**src/rtl/dwt_line_trim.sv**
```systemverilog
// dwt_line_trim: drops the filter warm-up beats at the start of every DWT line,
// re-tags frame start on the first surviving beat and reports per-line lengths.
module dwt_line_trim #(
  parameter int DataWidth    = 16,
  parameter int Lanes        = 2,
  parameter int SkipBeats    = 4,
  parameter int MaxLineBeats = 512,
  localparam int LenW        = $clog2(MaxLineBeats + 1),
  localparam int BeatW       = Lanes * DataWidth
) (
  input  logic             clk_i,
  input  logic             rst_i,
  input  logic             bypass_i,
  output logic             s_ready_o,
  input  logic             s_valid_i,
  input  logic             s_sof_i,
  input  logic             s_eol_i,
  input  logic [BeatW-1:0] s_data_i,
  input  logic             m_ready_i,
  output logic             m_valid_o,
  output logic             m_sof_o,
  output logic             m_eol_o,
  output logic [BeatW-1:0] m_data_o,
  output logic [LenW-1:0]  line_len_o,
  output logic             line_len_valid_o,
  output logic             short_line_o
);

  localparam logic [3:0]      SkipLim = 4'(SkipBeats);
  localparam logic [LenW-1:0] LenMax  = LenW'(MaxLineBeats);
  localparam logic [LenW-1:0] LenOne  = LenW'(1);
  localparam logic [LenW-1:0] LenZero = LenW'(0);

  logic [3:0]       skip_cnt_r;
  logic [LenW-1:0]  kept_cnt_r;
  logic             sof_pend_r;
  logic             line_byp_r;
  logic             out_vld_r, out_sof_r, out_eol_r;
  logic [BeatW-1:0] out_data_r;
  logic             skid_vld_r, skid_sof_r, skid_eol_r;
  logic [BeatW-1:0] skid_data_r;
  logic [LenW-1:0]  line_len_r;
  logic             len_vld_r;
  logic             short_r;

  logic             first_beat_s, byp_eff_s, drop_s, ready_s;
  logic             accept_s, push_s, pop_s, tag_sof_s;
  logic [3:0]       skip_nxt_s;
  logic [LenW-1:0]  kept_inc_s;

  // Keep/drop decision for the beat currently on the input, plus handshakes
  always_comb begin
    first_beat_s = (skip_cnt_r == 4'd0) && (kept_cnt_r == LenZero);
    byp_eff_s    = first_beat_s ? bypass_i : line_byp_r;
    drop_s       = !byp_eff_s && (skip_cnt_r < SkipLim);
    // Drops never touch the buffer, so they are accepted regardless of m_ready_i
    ready_s      = !rst_i && (drop_s || !skid_vld_r);
    accept_s     = s_valid_i && ready_s;
    push_s       = accept_s && !drop_s;
    pop_s        = out_vld_r && m_ready_i;
    tag_sof_s    = sof_pend_r || s_sof_i;
    if (skip_cnt_r < SkipLim) begin
      skip_nxt_s = skip_cnt_r + 4'd1;
    end else begin
      skip_nxt_s = skip_cnt_r;
    end
    if (kept_cnt_r < LenMax) begin
      kept_inc_s = kept_cnt_r + LenOne;
    end else begin
      kept_inc_s = LenMax;
    end
  end

  // Line tracking: skip window, bypass latch, pending sof and kept-beat count
  always_ff @(posedge clk_i) begin
    if (rst_i) begin
      skip_cnt_r <= 4'd0;
      kept_cnt_r <= LenZero;
      sof_pend_r <= 1'b0;
      line_byp_r <= 1'b0;
    end else if (accept_s) begin
      skip_cnt_r <= s_eol_i ? 4'd0 : skip_nxt_s;
      if (first_beat_s) begin
        line_byp_r <= bypass_i;
      end
      sof_pend_r <= drop_s ? tag_sof_s : 1'b0;
      if (s_eol_i) begin
        kept_cnt_r <= LenZero;
      end else if (push_s) begin
        kept_cnt_r <= kept_inc_s;
      end
    end
  end

  // Length and short-line strobes, one cycle after the input-side accept
  always_ff @(posedge clk_i) begin
    if (rst_i) begin
      line_len_r <= LenZero;
      len_vld_r  <= 1'b0;
      short_r    <= 1'b0;
    end else begin
      len_vld_r <= push_s && s_eol_i;
      short_r   <= accept_s && drop_s && s_eol_i;
      if (push_s && s_eol_i) begin
        line_len_r <= kept_inc_s;
      end
    end
  end

  // Two-entry skid buffer: output register backed by one skid register
  always_ff @(posedge clk_i) begin
    if (rst_i) begin
      out_vld_r   <= 1'b0;
      out_sof_r   <= 1'b0;
      out_eol_r   <= 1'b0;
      out_data_r  <= {BeatW{1'b0}};
      skid_vld_r  <= 1'b0;
      skid_sof_r  <= 1'b0;
      skid_eol_r  <= 1'b0;
      skid_data_r <= {BeatW{1'b0}};
    end else if (!out_vld_r || pop_s) begin
      if (skid_vld_r) begin
        out_vld_r  <= 1'b1;
        out_sof_r  <= skid_sof_r;
        out_eol_r  <= skid_eol_r;
        out_data_r <= skid_data_r;
        skid_vld_r <= push_s;
        if (push_s) begin
          skid_sof_r  <= tag_sof_s;
          skid_eol_r  <= s_eol_i;
          skid_data_r <= s_data_i;
        end
      end else begin
        out_vld_r <= push_s;
        if (push_s) begin
          out_sof_r  <= tag_sof_s;
          out_eol_r  <= s_eol_i;
          out_data_r <= s_data_i;
        end
      end
    end else if (push_s) begin
      skid_vld_r  <= 1'b1;
      skid_sof_r  <= tag_sof_s;
      skid_eol_r  <= s_eol_i;
      skid_data_r <= s_data_i;
    end
  end

  assign s_ready_o        = ready_s;
  assign m_valid_o        = out_vld_r;
  assign m_sof_o          = out_sof_r;
  assign m_eol_o          = out_eol_r;
  assign m_data_o         = out_data_r;
  assign line_len_o       = line_len_r;
  assign line_len_valid_o = len_vld_r;
  assign short_line_o     = short_r;

endmodule
```
**config.mk**
```make
export PLATFORM = sky130hd
export DESIGN_NAME = dwt_line_trim
export DESIGN_NICKNAME = d
export VERILOG_FILES = /design/src/rtl/dwt_line_trim.sv
export SDC_FILE = /design/constraint.sdc
export NUM_CORES = 1
export LEC_CHECK = 0
export CAP_MARGIN = 40
export CORE_MARGIN = 4
export CORE_UTILIZATION = 35
export DETAILED_ROUTE_END_ITERATION = 8
export PLACE_DENSITY = 0.59
export SETUP_SLACK_MARGIN = 0.1
export SYNTH_ARGS = -nofsm -noshare
export SYNTH_HDL_FRONTEND = slang
export SYNTH_SLANG_ARGS = --single-unit
```
**constraint.sdc**
```tcl
create_clock -name clk_i -period 3 [get_ports clk_i]
set_input_delay 0.45 -clock clk_i [delete_from_list [all_inputs] [get_ports clk_i]]
set_output_delay 0.45 -clock clk_i [all_outputs]
set_load 0.02 [all_outputs]
```
After elaboration in Yosys (flattened, before gate mapping)
Index checks and enable logic that the tools add are counted.
{ "word_totals": {"register_bits": 98, "in_bits": 39, "output_inout_bits": 48, "wordCells": 72} }
{ "classes": {"n_addsub": 2, "n_lt_le_gt_ge": 2, "n_eq_ne": 1, "mux": 26, "reduce_logical": 26} }
{ "op_table": {"columns": ["operator", "count"], "rows": [
  ["$mux W32", 5],
  ["$mux W10", 3],
  ["$mux W1", 16],
  ["$add A10 B1 Y10 const B", 1],
  ["$logic_not A10 Y1", 1],
  ["$lt A10 B10 Y1 const B", 1],
  ["$logic_and A1 B1 Y1", 9],
  ["$mux W4", 2],
  ["$reduce_bool A2 Y1", 4],
  ["$reduce_and A2 Y1", 3],
  ["$logic_not A1 Y1", 5],
  ["$add A4 B1 Y4 const B", 1],
  ["$logic_not A4 Y1", 1],
  ["$lt A4 B3 Y1 const B", 1],
  ["$logic_or A1 B1 Y1", 3],
  ["$ne A2 B2 Y1 const B", 1]
]} }

Logic depth before layout (Yosys ltp)
Gate-level depths: netlist (run 1).
{ "depth": {"ltp_word": 12, "mapped_depth": 10, "ltp_nobuf": 7} }

Worst setup path after synthesis (run 1)
OpenSTA, ideal clock, no wires.
{ "synth_timing": {"path_kind": "register to output", "start": "reg kept_cnt_r[0]", "end": "out s_ready_o", "t_arrival_ns": 1.510, "required_time_ns": 2.550, "slack_ns": 1.040, "path_stages_with_launch": 7, "path_cell_list": "dfxtp_1 inv_1 ha_1 and4bb_1 a31o_1 buf_6 a21oi_1"} }
{ "synth_via": {"elab_chain_cells": 7} }
{ "synth_rtl": {"columns": ["item", "line", "rtl"], "rows": [
  ["start, declared", "35", "logic [LenW-1:0] kept_cnt_r;"],
  ["start signal, assigned", "78", "kept_cnt_r <= LenZero;"],
  ["start signal, assigned", "88", "kept_cnt_r <= LenZero;"],
  ["start signal, assigned", "90", "kept_cnt_r <= kept_inc_s;"],
  ["$logic_not A10 Y1", "53", "first_beat_s = (skip_cnt_r == 4'd0) && (kept_cnt_r == LenZero);"],
  ["$logic_and A1 B1 Y1", "53", null],
  ["$mux W1", null, null],
  ["$logic_not A1 Y1", "55", "drop_s = !byp_eff_s && (skip_cnt_r < SkipLim);"],
  ["$logic_and A1 B1 Y1", "55", null],
  ["$logic_or A1 B1 Y1", "57", "ready_s = !rst_i && (drop_s || !skid_vld_r);"],
  ["$logic_and A1 B1 Y1", "57", null],
  ["end, declared", "14", "output logic s_ready_o,"]
]} }
No other way between the ends.

Worst setup path in the final report (run 1)
Same ends and word-level chain as after synthesis.

==> results of run 1 <==
-- flip-flops by register name (all words and copies together), names as in the netlist --
| name | count |
|---|---|
| m_data_o | 32 |
| skid_data_r | 32 |
| kept_cnt_r | 10 |
| line_len_o | 10 |
| skip_cnt_r | 4 |
| line_byp_r | 1 |
| line_len_valid_o | 1 |
| m_eol_o | 1 |
| m_sof_o | 1 |
| m_valid_o | 1 |
| short_line_o | 1 |
| skid_eol_r | 1 |
| skid_sof_r | 1 |
| skid_vld_r | 1 |
| sof_pend_r | 1 |
-- layout make-up --
type / count / share of cell area, %
clock inverter: 6 / 1.28
inverter: 8 / 0.538
sequential: 98 / 35.2
timing repair buffer: 97 / 17.5
tap: 147 / 3.29
multi-input combinational: 323 / 38.1
clock buffer: 10 / 4.10
-- worst paths after layout --
| check | start | endpoint | slack [ps] |
|---|---|---|---|
| hold reg to reg | skid_data_r[2] | skid_data_r[2] | 450 |
| setup reg to reg | kept_cnt_r[0] | m_sof_o | 700 |
| hold / removal | skid_data_r[2] | skid_data_r[2] | 450 |
| setup / recovery | kept_cnt_r[0] | s_ready_o | 240 |
-- power groups by stage --
stage	sequential, mW	combinational [mW]	clock [mW]
finish	1.38	0.459	1.17
detailed placement	1.41	0.462	0
CTS	1.38	0.463	1.21
global route	1.39	0.497	1.25
floorplan	1.46	0.222	0
global placement	1.41	0.455	0
-- cells in the final DEF, fill, tap and decap left out, types with 7 or more instances in the layout --
cell type	n
clkbuf_16	9
a21oi_1	44
buf_4	9
clkdlybuf4s50_1	85
nand2b_1	8
mux2i_1	37
nand2_1	77
nand3_1	11
a211oi_2	30
inv_1	7
dfxtp_1	97
nor2_1	44
-- critical path, cell delays in order (launching register included) --
cell,delay (ps)
dfxtp_1,410
inv_1,70
ha_1,210
and4bb_1,240
a31o_1,230
a21oi_1,170
clkdlybuf4s50_1,640
-- metal layers --
metal  track usage, %  wire length (µm)  vias to the layer above  part of all wire (%)
li1                 -                 -                     1773                     -
met1             19.5              4860                     1624                    48
met4             6.44               213                        0                   2.1
met3             2.58               326                       18                   3.3
met5                0                 0                        -                     0
met2             22.4              4630                       63                    46
-- kinds of logic (layout without fill, tap and decap cells) --
logic type,count (synthesis),count (layout),share of synthesized area (%)
simple gates,167,167,17.8
compound gates,110,110,20.5
flops,98,98,45.7
buf+inv,43,121,5.13
mux,37,37,8.63
xor+xnor,5,5,1.02
fa+ha+maj,4,4,1.17
-- stage by stage --
step | instance area (µm²) | std cells | utilization (%) | hold slack (ps)
final | 5580 | 689 | 46.5 | 453
after global routing | 5580 | 689 | 46.5 | 476
after CTS | 5580 | 689 | 46.4 | 457
after detailed placement | 5280 | 673 | 43.9 | 447
after global placement | 5280 | 673 | 43.9 | 441
after floorplan | 4290 | 464 | - | 436
==> summary.txt, run 1 <==
Outcome
  • Status: complete, no violations

Worst setup path
  • Crit path launch type: flop
  • CP max FO: 6
  • Crit Path Category: flop to output port
  • Crit path DAT: 2310 ps
  • Setup crit end kind: output port
  • Req. time, crit path: around 2600 ps
  • Worst R2R Path Depth: 9

Pwr
  • Net Switching: 785 µW
  • Power Dens Cells: ~540 mW/mm²
  • Sw frac: 26.1%
  • Logic gate share of total power: approximately 15%
  • Int Power: 2.22 mW
  • Design Power: 3.01 mW
  • Static leakage: 1.82 nW
  • Part of the power in registers: 45.9%
  • Clock power frac: between 30 and 40%
  • Worst vdd ir: 248 µV

Drt
  • Routed via count: 3478
  • Routed Antenna Nets: 0
  • Routed wire length per instance: 14.6 µm
  • Drt first pass iters: 4
  • First DRT Iteration DRCs: approximately 260
  • Via/cell ratio: between 5 and 6
  • Final WL: 10000 µm
  • DRC: 0

STA
  • Hold Vio Cnt, Final: 0
  • Final setup TNS: 0 ps
  • Fin crit share: 91.9%
  • Setup Skew: roughly 11 ps
  • Worst-Margin Slew: 835 ps
  • Highest clock rate: 363 MHz
  • Crit path time final: 2760 ps
  • Unrepaired setup endpoints after global routing: false
  • Worst Slack Setup Final: 242 ps
  • Final Setup Violations: 0
  • Worst rel slew slack: 44.3%
  • Fin. max-slew vios: 0

Yosys
  • Yosys top cell area share: between 40% and 50%
  • Synth async-reset ratio: 0%
  • Syn Inst Count: 464
  • Dominant cell type by area after synthesis: dfxtp_1
  • Syn_nets: slightly above 500
  • Most instantiated cells after synthesis: dfxtp_1, nand2_1, a21oi_1, nor2_1, mux2i_1
  • Synth warn: 0
  • Synth Cell Area: ~0.0043 mm²
  • Count leader, synth: dfxtp_1
  • Distinct cells, synth: 48
  • Synth area leaders: dfxtp_1, a211oi_2, mux2i_1
  • Mapped Avg Cell Area: 9.25 µm²
  • Post-synth EDFFs: 0
  • Synth Flop Type: dfxtp_1
  • Yosys reg bits: 98
  • Seq/Total Area, Yosys: 45.7%

Clock tree
  • H-tree levels: 3
  • CTS tree: yes
  • Root buf cell: clkbuf_16
  • Clock sinks: 98
  • Post_cts resized: 0
  • CTS Buf Count: 9
  • Clock transition at the registers of the reported paths: about 70 ps
  • Worst-skew pair later-pin latency: 340 ps
  • # Post-CTS Setup Buffers: 0
  • Post-CTS Hold Fix Bufs: 0
  • Clock Tree Buf Depth: 2

Cells and area
  • Diodes inserted: 0
  • Final net count: 580
  • Fill count: 1129
  • P&R area growth vs syn: 30.1%
  • Register area: ~0.002 mm²
  • Footprint of the multi-input gates: 0.00213 mm²
  • Layout cells sized above 1: between 10 and 15%

Place
  • DP Wirelength: between 6000 and 7000 µm
  • Port bufs: 86
  • Routability cong.: about 0.77
  • Setup WS pre-CTS: 363 ps

GRT
  • Vias in the first global route: 3336
  • Initial antenna violation count: 0
  • First-pass GRT wire length: roughly 17000 µm
  • Total grt overflow: 0
  • Largest net degree at the start of global routing: 65
  • Global-route usage over all layers: 14.4%

Floorplan
  • Initial Util: a little over a third
  • Die ar.: 0.0141 mm²
  • Die H: between 100 and 150 µm
  • Core Area: 0.0120 mm²
  • IO Pins: a little under 90
  • Chip width: between 100 and 150 µm
  • # rows: 40

Flow run
  • Max-cap violations: 0

Min path
  • Worst hold stages: 2
  • Min-delay worst type: flop to flop
Note: power is estimated with default switching activity, not from simulation.
==> inputs of run 2 (changes only) <==
Settings changed: HOLD_SLACK_MARGIN set to 0.08.
==> results of run 2 <==
Final layout, timing and power as in run 1 (identical DEF).
==> inputs of run 3 (changes only) <==
Clock period 3 ns to 2.8 ns, I/O delays scaled along.
==> summary.txt, run 3 (synthesis gave the netlist of run 1 again) <==
STA
  • Unrepaired setup endpoints after global routing: false (unchanged)
  • Crit path time final: 2560 ps
  • Highest clock rate: 391 MHz
  • Final setup TNS: 0 ps (unchanged)
  • Hold Vio Cnt, Final: 0 (unchanged)
  • Setup Skew: 7.03 ps (was 10.8 ps)
  • Fin crit share: between 90% and 100%
  • Final Setup Violations: 0 (unchanged)
  • Worst Slack Setup Final: 242 ps (about the same)
  • Fin. max-slew vios: 0 (unchanged)
  • Worst-Margin Slew: 678 ps (was 835 ps)
  • Worst rel slew slack: 54.8% (was 44.3%)

Place
  • Dpl cell area: 0.00527 mm² (was 0.00528 mm²)
  • DP Wirelength: 6960 µm (was 6770 µm)
  • Inst Count DP: 676 (was 673)
  • Port bufs: 86 (unchanged)
  • Routability cong.: 0.853 (was 0.766)
  • Setup WS pre-CTS: 115 ps (was 363 ps)

Cells and area
  • Diodes inserted: 0 (unchanged)
  • P&R area growth vs syn: 29.9% (was 30.1%)
  • Commonest non-fill, non-tap cell in the layout: dfxtp_1 (unchanged)
  • Final net count: 584 (was 580)
  • Finished Cell Area: 0.00557 mm² (was 0.00558 mm²)
  • Commonest non-fill, non-tap cells in the layout: dfxtp_1, clkdlybuf4s50_1, nand2_1 (unchanged)
  • Fill count: 1160 (was 1129)
  • Layout cells sized above 1: 13.0% (was 12.4%)
  • Final Non-Filler Cells: 692 (was 689)

Clock tree
  • CTS tree: yes (unchanged)
  • Clock Tree Buf Depth: 2 (unchanged)
  • Clock transition at the registers of the reported paths: 70 ps (about the same)
  • Clock sinks: 98 (unchanged)
  • H-tree levels: 3 (unchanged)
  • Root buf cell: clkbuf_16 (unchanged)
  • # Post-CTS Setup Buffers: 0 (unchanged)
  • Worst-skew pair later-pin latency: 340 ps (about the same)
  • CTS Buf Count: 9 (unchanged)
  • Post-CTS Hold Fix Bufs: 0 (unchanged)

Worst setup path
  • Crit path DAT: 2140 ps (was 2310 ps)
  • Setup crit end kind: output port (unchanged)
  • CP max FO: 11 (was 6)
  • Req. time, crit path: 2380 ps (was 2550 ps)
  • Crit path launch type: flop (unchanged)
  • Critical-path cell list: inv_1 -> ha_1 -> and4bb_1 -> a31o_2 -> a21oi_1 -> dlygate4sd2_1 (was inv_1 -> ha_1 -> and4bb_1 -> a31o_1 -> a21oi_1 -> clkdlybuf4s50_1)
  • Critical path's slowest cell: dfxtp_1 (was clkdlybuf4s50_1)
  • Largest stage delay, worst path: 410 ps (was 640 ps)
  • Crit Path Category: flop to output port (unchanged)

Drt
  • Via/cell ratio: 5.08 (was 5.05)
  • Routed wire length per instance: 15.2 µm (was 14.6 µm)
  • First DRT Iteration DRCs: 212 (was 259)
  • Routed via count: 3515 (was 3478)
  • Drt first pass iters: 4 (unchanged)
  • DRC: 0 (unchanged)
  • Final WL: 10500 µm (was 10000 µm)
  • Routed Antenna Nets: 0 (unchanged)

GRT
  • Vias in the first global route: 3393 (was 3336)
  • Largest net degree at the start of global routing: 68 (was 65)
  • First-pass GRT wire length: 16500 µm (was 16600 µm)
  • Initial antenna violation count: 0 (unchanged)
  • Total grt overflow: 0 (unchanged)
  • Global-route usage over all layers: 14.3% (was 14.4%)

Pwr
  • Design Power: 3.14 mW (was 3.01 mW)
  • Static leakage: 1.83 nW (was 1.82 nW)
  • Worst vdd ir: 256 µV (was 248 µV)
  • Power Dens Cells: 563 mW/mm² (was 539 mW/mm²)

Floorplan
  • Chip width: 119 µm (unchanged)
  • Core Area: 0.0120 mm² (unchanged)
  • Initial Util: 35.7% (unchanged)
  • Die ar.: 0.0141 mm² (unchanged)
  • IO Pins: 87 (unchanged)
  • # rows: 40 (unchanged)
  • Die H: 119 µm (unchanged)

Outcome
  • Status: complete, no violations (unchanged)

Min path
  • Min-delay worst type: primary input to flop (was flop to flop)

Flow run
  • Max-cap violations: 0 (unchanged)
==> run 3: path summary, 6_finish.rpt <==
check	depth (start not counted)	startpoint	end	slack [ps]
max	6	kept_cnt_r[0]	s_ready_o	240
min	3	rst_i	short_line_o	410
max reg2reg	6	kept_cnt_r[0]	m_data_o[0]	580
min reg2reg	2	line_len_o[2]	line_len_o[2]	450
==> run 3: layer usage <==
metal | share of wire [%] | track usage [%] | vias up
li1 | - | - | 1784
met1 | 47 | 18.6 | 1655
met2 | 48 | 22.9 | 64
met3 | 3.3 | 2.63 | 12
met4 | 1.6 | 6.59 | 0
met5 | 0 | 0 | -
==> run 3: cell type report <==
type | count | area [µm²] | area share, %
multi-input combinational | 324 | 2140 | 38.4
sequential | 98 | 1960 | 35.2
timing repair buffer | 100 | 975 | 17.5
clock buffer | 11 | 253 | 4.54
tap | 147 | 184 | 3.30
inverter | 8 | 30.0 | 0.539
clock inverter | 4 | 26.3 | 0.471
==> run 3: power breakdown <==
group	internal [mW]	total (mW)	switching, mW
sequential	1.45	1.48	0.0299
clock	0.646	1.16	0.515
combinational	0.224	0.495	0.271
==> run 3: worst max-delay path, delay by kind of cell, from the launching register on <==
family	cells	cell delay, ps
simple gates	1	250
fa+ha+maj	1	210
compound gates	2	520
flops	1	410
buf+inv	2	410
==> run 3: repair_timing <==
action | CTS | global route
cloned | 0 | 1
endpoints found under the setup margin | 1 | 35
gates resized for setup | 1 | 2
pin swaps | 0 | 1
==> run 3: metrics by stage <==
stage                     util (%)  hold WS (ps)
after floorplan                  -           436
after global placement        43.9           441
after detailed placement      43.9           447
after CTS                     46.2           393
after global routing          46.4           407
final                         46.4           406
